**config.mk**
```make
export PLATFORM = sky130hd
export DESIGN_NAME = lsu_bus_master
export DESIGN_NICKNAME = d
export VERILOG_FILES = /design/src/rtl/lsu_bus_master.sv
export SDC_FILE = /design/constraint.sdc
export NUM_CORES = 1
export LEC_CHECK = 0
export CAP_MARGIN = 20
export CORE_UTILIZATION = 30
export DETAILED_ROUTE_END_ITERATION = 10
export PLACE_DENSITY = 0.57
export SYNTH_ARGS = -nofsm -noshare
export SYNTH_HDL_FRONTEND = slang
export SYNTH_SLANG_ARGS = --single-unit
```
**constraint.sdc**
```tcl
create_clock -name clk -period 3.5 [get_ports clk]
set_clock_uncertainty 0.1 [all_clocks]
set_input_delay 0.7 -clock clk [delete_from_list [all_inputs] [get_ports clk]]
set_output_delay 0.7 -clock clk [all_outputs]
set_load 0.03 [all_outputs]
```
**src/rtl/lsu_bus_master.sv**
```systemverilog
// lsu_bus_master: load/store unit between the multi-cycle datapath and the data bus.
// Each accepted start launches one access. Stores get byte enables and lane-shifted
// data. Loads are lane-extracted and sign/zero-extended before writeback.
// Misaligned addresses, illegal func3 and bus timeouts all complete with err set.
// Every output comes straight from a flop, so no bus input reaches an output
// combinationally.
module lsu_bus_master #(
    parameter int DATA_W  = 32,
    parameter int ADDR_W  = 32,
    parameter int TIMEOUT = 15
) (
    input  logic                clk,
    input  logic                reset,
    input  logic                start,
    input  logic                isStore,
    input  logic [2:0]          func3,
    input  logic [ADDR_W-1:0]   addr,
    input  logic [DATA_W-1:0]   wdata,
    output logic                busy,
    output logic                done,
    output logic                err,
    output logic [DATA_W-1:0]   rdata,
    output logic                busReq,
    output logic                busWe,
    output logic [ADDR_W-1:0]   busAddr,
    output logic [DATA_W/8-1:0] busBe,
    output logic [DATA_W-1:0]   busWData,
    input  logic                busReady,
    input  logic [DATA_W-1:0]   busRData
);

    localparam int LANES = DATA_W / 8;
    localparam int OFF_W = $clog2(LANES);
    localparam int CNT_W = (TIMEOUT > 0) ? $clog2(TIMEOUT + 1) : 1;
    localparam logic [CNT_W-1:0] CNT_LAST = CNT_W'((TIMEOUT > 0) ? TIMEOUT - 1 : 0);

    typedef enum logic [1:0] {
        ST_IDLE,
        ST_ACCESS,
        ST_DONE
    } state_t;

    state_t state_q, state_d;

    logic              is_store_q, is_store_d;
    logic [2:0]        func3_q, func3_d;
    logic [OFF_W-1:0]  off_q, off_d;
    logic [CNT_W-1:0]  cnt_q, cnt_d;
    logic              busy_q, busy_d;
    logic              done_q, done_d;
    logic              err_q, err_d;
    logic [DATA_W-1:0] rdata_q, rdata_d;
    logic              bus_req_q, bus_req_d;
    logic              bus_we_q, bus_we_d;
    logic [ADDR_W-1:0] bus_addr_q, bus_addr_d;
    logic [LANES-1:0]  bus_be_q, bus_be_d;
    logic [DATA_W-1:0] bus_wdata_q, bus_wdata_d;

    logic              req_illegal;
    logic              req_misaligned;
    logic              req_bad;
    logic [OFF_W-1:0]  req_off;
    logic [LANES-1:0]  req_be;
    logic              timeout_hit;
    logic [DATA_W-1:0] load_lane;
    logic [DATA_W-1:0] load_ext;

    // Decode an incoming request: legality, alignment, lane offset and byte-enable mask
    always_comb begin
        req_illegal = 1'b0;
        if (isStore) begin
            req_illegal = (DATA_W == 64) ? func3[2] : (func3 >= 3'd3);
        end else begin
            case (func3)
                3'b011, 3'b110: req_illegal = (DATA_W != 64);
                3'b111:         req_illegal = 1'b1;
                default:        req_illegal = 1'b0;
            endcase
        end

        case (func3[1:0])
            2'b01:   req_misaligned = addr[0];
            2'b10:   req_misaligned = |addr[1:0];
            2'b11:   req_misaligned = |addr[2:0];
            default: req_misaligned = 1'b0;
        endcase

        req_bad = req_illegal | req_misaligned;
        req_off = addr[OFF_W-1:0];

        case (func3[1:0])
            2'b00:   req_be = LANES'(8'h01);
            2'b01:   req_be = LANES'(8'h03);
            2'b10:   req_be = LANES'(8'h0F);
            default: req_be = LANES'(8'hFF);
        endcase
        req_be = req_be << req_off;
    end

    // The timeout fires when the wait counter has already seen TIMEOUT-1 idle bus cycles
    always_comb begin
        timeout_hit = (TIMEOUT != 0) && (cnt_q == CNT_LAST);
    end

    // Pull the addressed lane down to bit 0 and extend it to full width
    always_comb begin
        load_lane = busRData >> {off_q, 3'b000};
        case (func3_q)
            3'b000:  load_ext = DATA_W'($signed(load_lane[7:0]));
            3'b001:  load_ext = DATA_W'($signed(load_lane[15:0]));
            3'b010:  load_ext = DATA_W'($signed(load_lane[31:0]));
            3'b100:  load_ext = DATA_W'(load_lane[7:0]);
            3'b101:  load_ext = DATA_W'(load_lane[15:0]);
            3'b110:  load_ext = DATA_W'(load_lane[31:0]);
            default: load_ext = load_lane;
        endcase
    end

    // State register
    always_ff @(posedge clk) begin
        if (reset) begin
            state_q <= ST_IDLE;
        end else begin
            state_q <= state_d;
        end
    end

    // Next-state logic: rejected requests bypass ACCESS; busReady beats a simultaneous timeout
    always_comb begin
        state_d = state_q;
        case (state_q)
            ST_IDLE: begin
                if (start) begin
                    state_d = req_bad ? ST_DONE : ST_ACCESS;
                end
            end
            ST_ACCESS: begin
                if (busReady || timeout_hit) begin
                    state_d = ST_DONE;
                end
            end
            ST_DONE: begin
                state_d = ST_IDLE;
            end
            default: begin
                state_d = ST_IDLE;
            end
        endcase
    end

    // Output logic: compute the next value of every registered output and of the latched request
    always_comb begin
        is_store_d  = is_store_q;
        func3_d     = func3_q;
        off_d       = off_q;
        cnt_d       = cnt_q;
        rdata_d     = rdata_q;
        bus_addr_d  = bus_addr_q;
        bus_be_d    = bus_be_q;
        bus_wdata_d = bus_wdata_q;
        bus_req_d   = 1'b0;
        bus_we_d    = 1'b0;
        done_d      = 1'b0;
        err_d       = 1'b0;
        busy_d      = (state_d != ST_IDLE);

        case (state_q)
            ST_IDLE: begin
                if (start) begin
                    is_store_d = isStore;
                    func3_d    = func3;
                    off_d      = req_off;
                    cnt_d      = '0;
                    if (req_bad) begin
                        done_d = 1'b1;
                        err_d  = 1'b1;
                    end else begin
                        bus_req_d   = 1'b1;
                        bus_we_d    = isStore;
                        bus_addr_d  = {addr[ADDR_W-1:OFF_W], {OFF_W{1'b0}}};
                        bus_be_d    = isStore ? req_be : '0;
                        bus_wdata_d = wdata << {req_off, 3'b000};
                    end
                end
            end
            ST_ACCESS: begin
                if (busReady) begin
                    done_d = 1'b1;
                    if (!is_store_q) begin
                        rdata_d = load_ext;
                    end
                end else if (timeout_hit) begin
                    done_d = 1'b1;
                    err_d  = 1'b1;
                end else begin
                    bus_req_d = 1'b1;
                    bus_we_d  = is_store_q;
                    if (TIMEOUT != 0) begin
                        cnt_d = cnt_q + CNT_W'(1);
                    end
                end
            end
            default: begin
            end
        endcase
    end

    // Datapath and output registers; reset aborts any access in flight
    always_ff @(posedge clk) begin
        if (reset) begin
            is_store_q  <= 1'b0;
            func3_q     <= '0;
            off_q       <= '0;
            cnt_q       <= '0;
            busy_q      <= 1'b0;
            done_q      <= 1'b0;
            err_q       <= 1'b0;
            rdata_q     <= '0;
            bus_req_q   <= 1'b0;
            bus_we_q    <= 1'b0;
            bus_addr_q  <= '0;
            bus_be_q    <= '0;
            bus_wdata_q <= '0;
        end else begin
            is_store_q  <= is_store_d;
            func3_q     <= func3_d;
            off_q       <= off_d;
            cnt_q       <= cnt_d;
            busy_q      <= busy_d;
            done_q      <= done_d;
            err_q       <= err_d;
            rdata_q     <= rdata_d;
            bus_req_q   <= bus_req_d;
            bus_we_q    <= bus_we_d;
            bus_addr_q  <= bus_addr_d;
            bus_be_q    <= bus_be_d;
            bus_wdata_q <= bus_wdata_d;
        end
    end

    assign busy     = busy_q;
    assign done     = done_q;
    assign err      = err_q;
    assign rdata    = rdata_q;
    assign busReq   = bus_req_q;
    assign busWe    = bus_we_q;
    assign busAddr  = bus_addr_q;
    assign busBe    = bus_be_q;
    assign busWData = bus_wdata_q;

endmodule

```
==> results_dict.tcl <==
set metrics [dict create \
    synth-main-ff-cell "dfxtp_1" \
    grt_pass1_wl_um 26700 \
    crit_fanout 36 \
    critPathLaunch "func3[0]" \
    synth.avg_cell_area_um2 8.25 \
    cts_buffers 17 \
    cp.arrival_ps 2650 \
    clock_sinks 115 \
    fillers 1612 \
    seqPwrFrac 0.393 \
    drive_gt1_frac 0.0867 \
    hold_viol 0 \
    fin_crit_sh 0.701 \
    htreeDepth 4 \
    synth_cell_types 42 \
    cts_resized 0 \
    post-dp-hpwl_um 12100 \
    synth_top_area_frac 0.450 \
    r2r_end "rdata[31]" \
    synth_area_leaders "dfxtp_1 (45%), a21oi_1 (10%), nand2_1 (9.2%)" \
    drtAntennaViolNets 0 \
    synthCells 621 \
    ir_worst_vdd_uv 302 \
    synth_common_cells "nand2_1 (125), dfxtp_1 (115), a21oi_1 (103)" \
    setup_viol 0 \
    hold_depth 2 \
    dieArea_um2 17600 \
    reg2reg_from "off_q[1]" \
    max_freq_mhz 408 \
    yosysWarnings 0 \
    crit_required_ps 3690 \
    switchingPower_uw 992 \
    r2r_cells 4 \
    crit_path_end_kind "register" \
    wire_per_inst_um 16.2 \
    hold_path.class "reg -> reg" \
    root_buffer "clkbuf_16" \
    p_int_mw 2.58 \
    clockBufferDepth 2 \
    power_density_nw_per_um2 452 \
    yosys.area.top_type "dfxtp_1" \
    crit_type "in -> reg" \
    antenna_found_initial 0 \
    synthArstFlopShare 0 \
    crit_end "busWData[16]" \
    portBuffers 206 \
    core-area_um2 16600 \
    grt_max_degree 64 \
    leakage_nw 2.77 \
    yosysMostFrequentCell "nand2_1" \
    tns_ps 0 \
    chipWidth_um 133 \
    firstDrtPassIters 5 \
    grt-ovfl-total 0 \
    worstMarginPinSlew_ps 836 \
    synthToLayoutAreaGrowth_pct 54.3 \
    gp_congestion 0.824 \
    rsz0062_at_grt "false" \
    cts_tree "yes" \
    outcome "finished, final reports clean" \
    antennaDiodeCount 0 \
    drtIter0Drc 279 \
    grt_pass1_vias 5022 \
    insertion_delay_ps 410 \
    crit_path_start_kind "input port" \
    synth_edf_count 0 \
    drc_errors 0 \
    whs_ps 353 \
    post-route-min-period_ps 2450 \
    avgViaCountPerCell 4.96 \
    maxSlewHeadroom 0.440 \
    r2r_setup_slack_ps 1300 \
    io_pins 209 \
    clkPwrFrac 0.430 \
    clk_pin_slew_ps 60 \
    power_frac_comb 0.176 \
    post_cts_buffers 0 \
    track_usage 0.192 \
    synth.cell_area_um2 5120 \
    ys_ff_latch 115 \
    max_cap_viol_count 0 \
    routed-via-count 5149 \
    nNetsFinal 912 \
    row_count 47 \
    sw_frac_of_total 0.278 \
    wirelength_um 16900 \
    start_util 0.308 \
    slew_viol_final 0 \
    ys_seq_area_frac 0.450 \
    ctsHoldBuffers 0 \
    chipHeight_um 133 \
]
## final cells by class
cell class | count | area (um2) | area share
tap | 220 | 275 | 0.0348
multi-input combinational | 451 | 2600 | 0.329
sequential | 115 | 2300 | 0.291
clock buffer | 21 | 460 | 0.0583
inverter | 2 | 7.51 | 0.000950
clock inverter | 11 | 62.6 | 0.00792
timing repair buffer | 219 | 2190 | 0.278
## per-layer routing
metal / part of all wire / vias up / global-route usage
met4: 0.016 / 0 / 0.0683
met3: 0.079 / 21 / 0.0648
met5: 0 / - / 0
met2: 0.46 / 194 / 0.311
met1: 0.45 / 2399 / 0.236
li1: - / 2535 / -
## how the worst min path moves through the flow
stage	slack, ps	start	end
finish	350	busWData[11]	busWData[11]
global route	370	busWData[11]	busWData[11]
CTS	360	busAddr[31]	busAddr[31]
detailed placement	350	busWData[1]	busWData[1]
global placement	340	busAddr[6]	busAddr[6]
floorplan	360	is_store_q	is_store_q
## cells in the final DEF (no fill, tap or decap), types with 2 or more instances in the layout
cell	n
o2bb2ai_1	7
buf_4	11
clkinvlp_4	3
a21oi_1	103
inv_1	2
nand3b_1	2
dfxtp_1	115
conb_1	2
a211oi_1	24
clkbuf_1	2
xor2_1	2
and3_1	2
ha_1	2
nand3_1	15
nor2_1	47
nand2_1	125
clkinv_2	8
a21o_1	2
mux2_2	16
or3_1	11
o211ai_1	17
nor3_1	19
or2_2	3
mux2i_1	31
nor2b_1	4
clkbuf_8	2
clkdlybuf4s50_1	205
o21ai_0	2
clkbuf_16	17
buf_12	3
## power groups by stage
stage          Combinational (mW)  Clock (mW)  Sequential, mW
4_1_cts                     0.633        1.58            1.41
3_3_place_gp                0.627           0            1.43
3_5_place_dp                0.630           0            1.43
6_report                    0.630        1.54            1.41
2_1_floorplan               0.246           0            1.51
5_1_grt                     0.673        1.64            1.41
## through the flow
stage / worst slack, ps / cell area, um2 / total power [mW] / utilization / std cells
after floorplan: 1530 / 5120 / 1.76 / - / 622
after global placement: 709 / 7380 / 2.06 / 0.443 / 1007
after detailed placement: 628 / 7380 / 2.06 / 0.443 / 1007
after CTS: 1070 / 7900 / 3.62 / 0.475 / 1039
after global routing: 895 / 7900 / 3.73 / 0.475 / 1039
final: 1050 / 7900 / 3.57 / 0.475 / 1039
## registers in the layout (all words and copies together) (netlist names)
| register | cells |
|---|---|
| state_q | 2 |
| busAddr | 30 |
| cnt_q | 4 |
| busWData | 32 |
| func3_q | 3 |
| is_store_q | 1 |
| busReq | 1 |
| busy | 1 |
| done | 1 |
| busBe | 4 |
| busWe | 1 |
| err | 1 |
| rdata | 32 |
| off_q | 2 |
## worst max-delay path, stage by stage
cell             delay [ps]
clkdlybuf4s50_1         530
nor4_2                  510
o21ai_4                 320
buf_12                  270
a211oi_1                220
nor3_1                   70
## logic make-up (layout without fill, tap and decap cells)
kind of cell | Yosys count | after routing | synth area share
adders and majority gates | 2 | 2 | 0.00489
xor gates and xnor gates | 2 | 2 | 0.00342
buffers and inverters | 56 | 253 | 0.0484
and+or+nand+nor | 235 | 235 | 0.202
other | 1 | 2 | 0.000732
DFF | 115 | 115 | 0.450
AOI/OAI and AO/OA | 162 | 162 | 0.191
muxes | 48 | 48 | 0.100
Power figures use the tool's default switching activity.
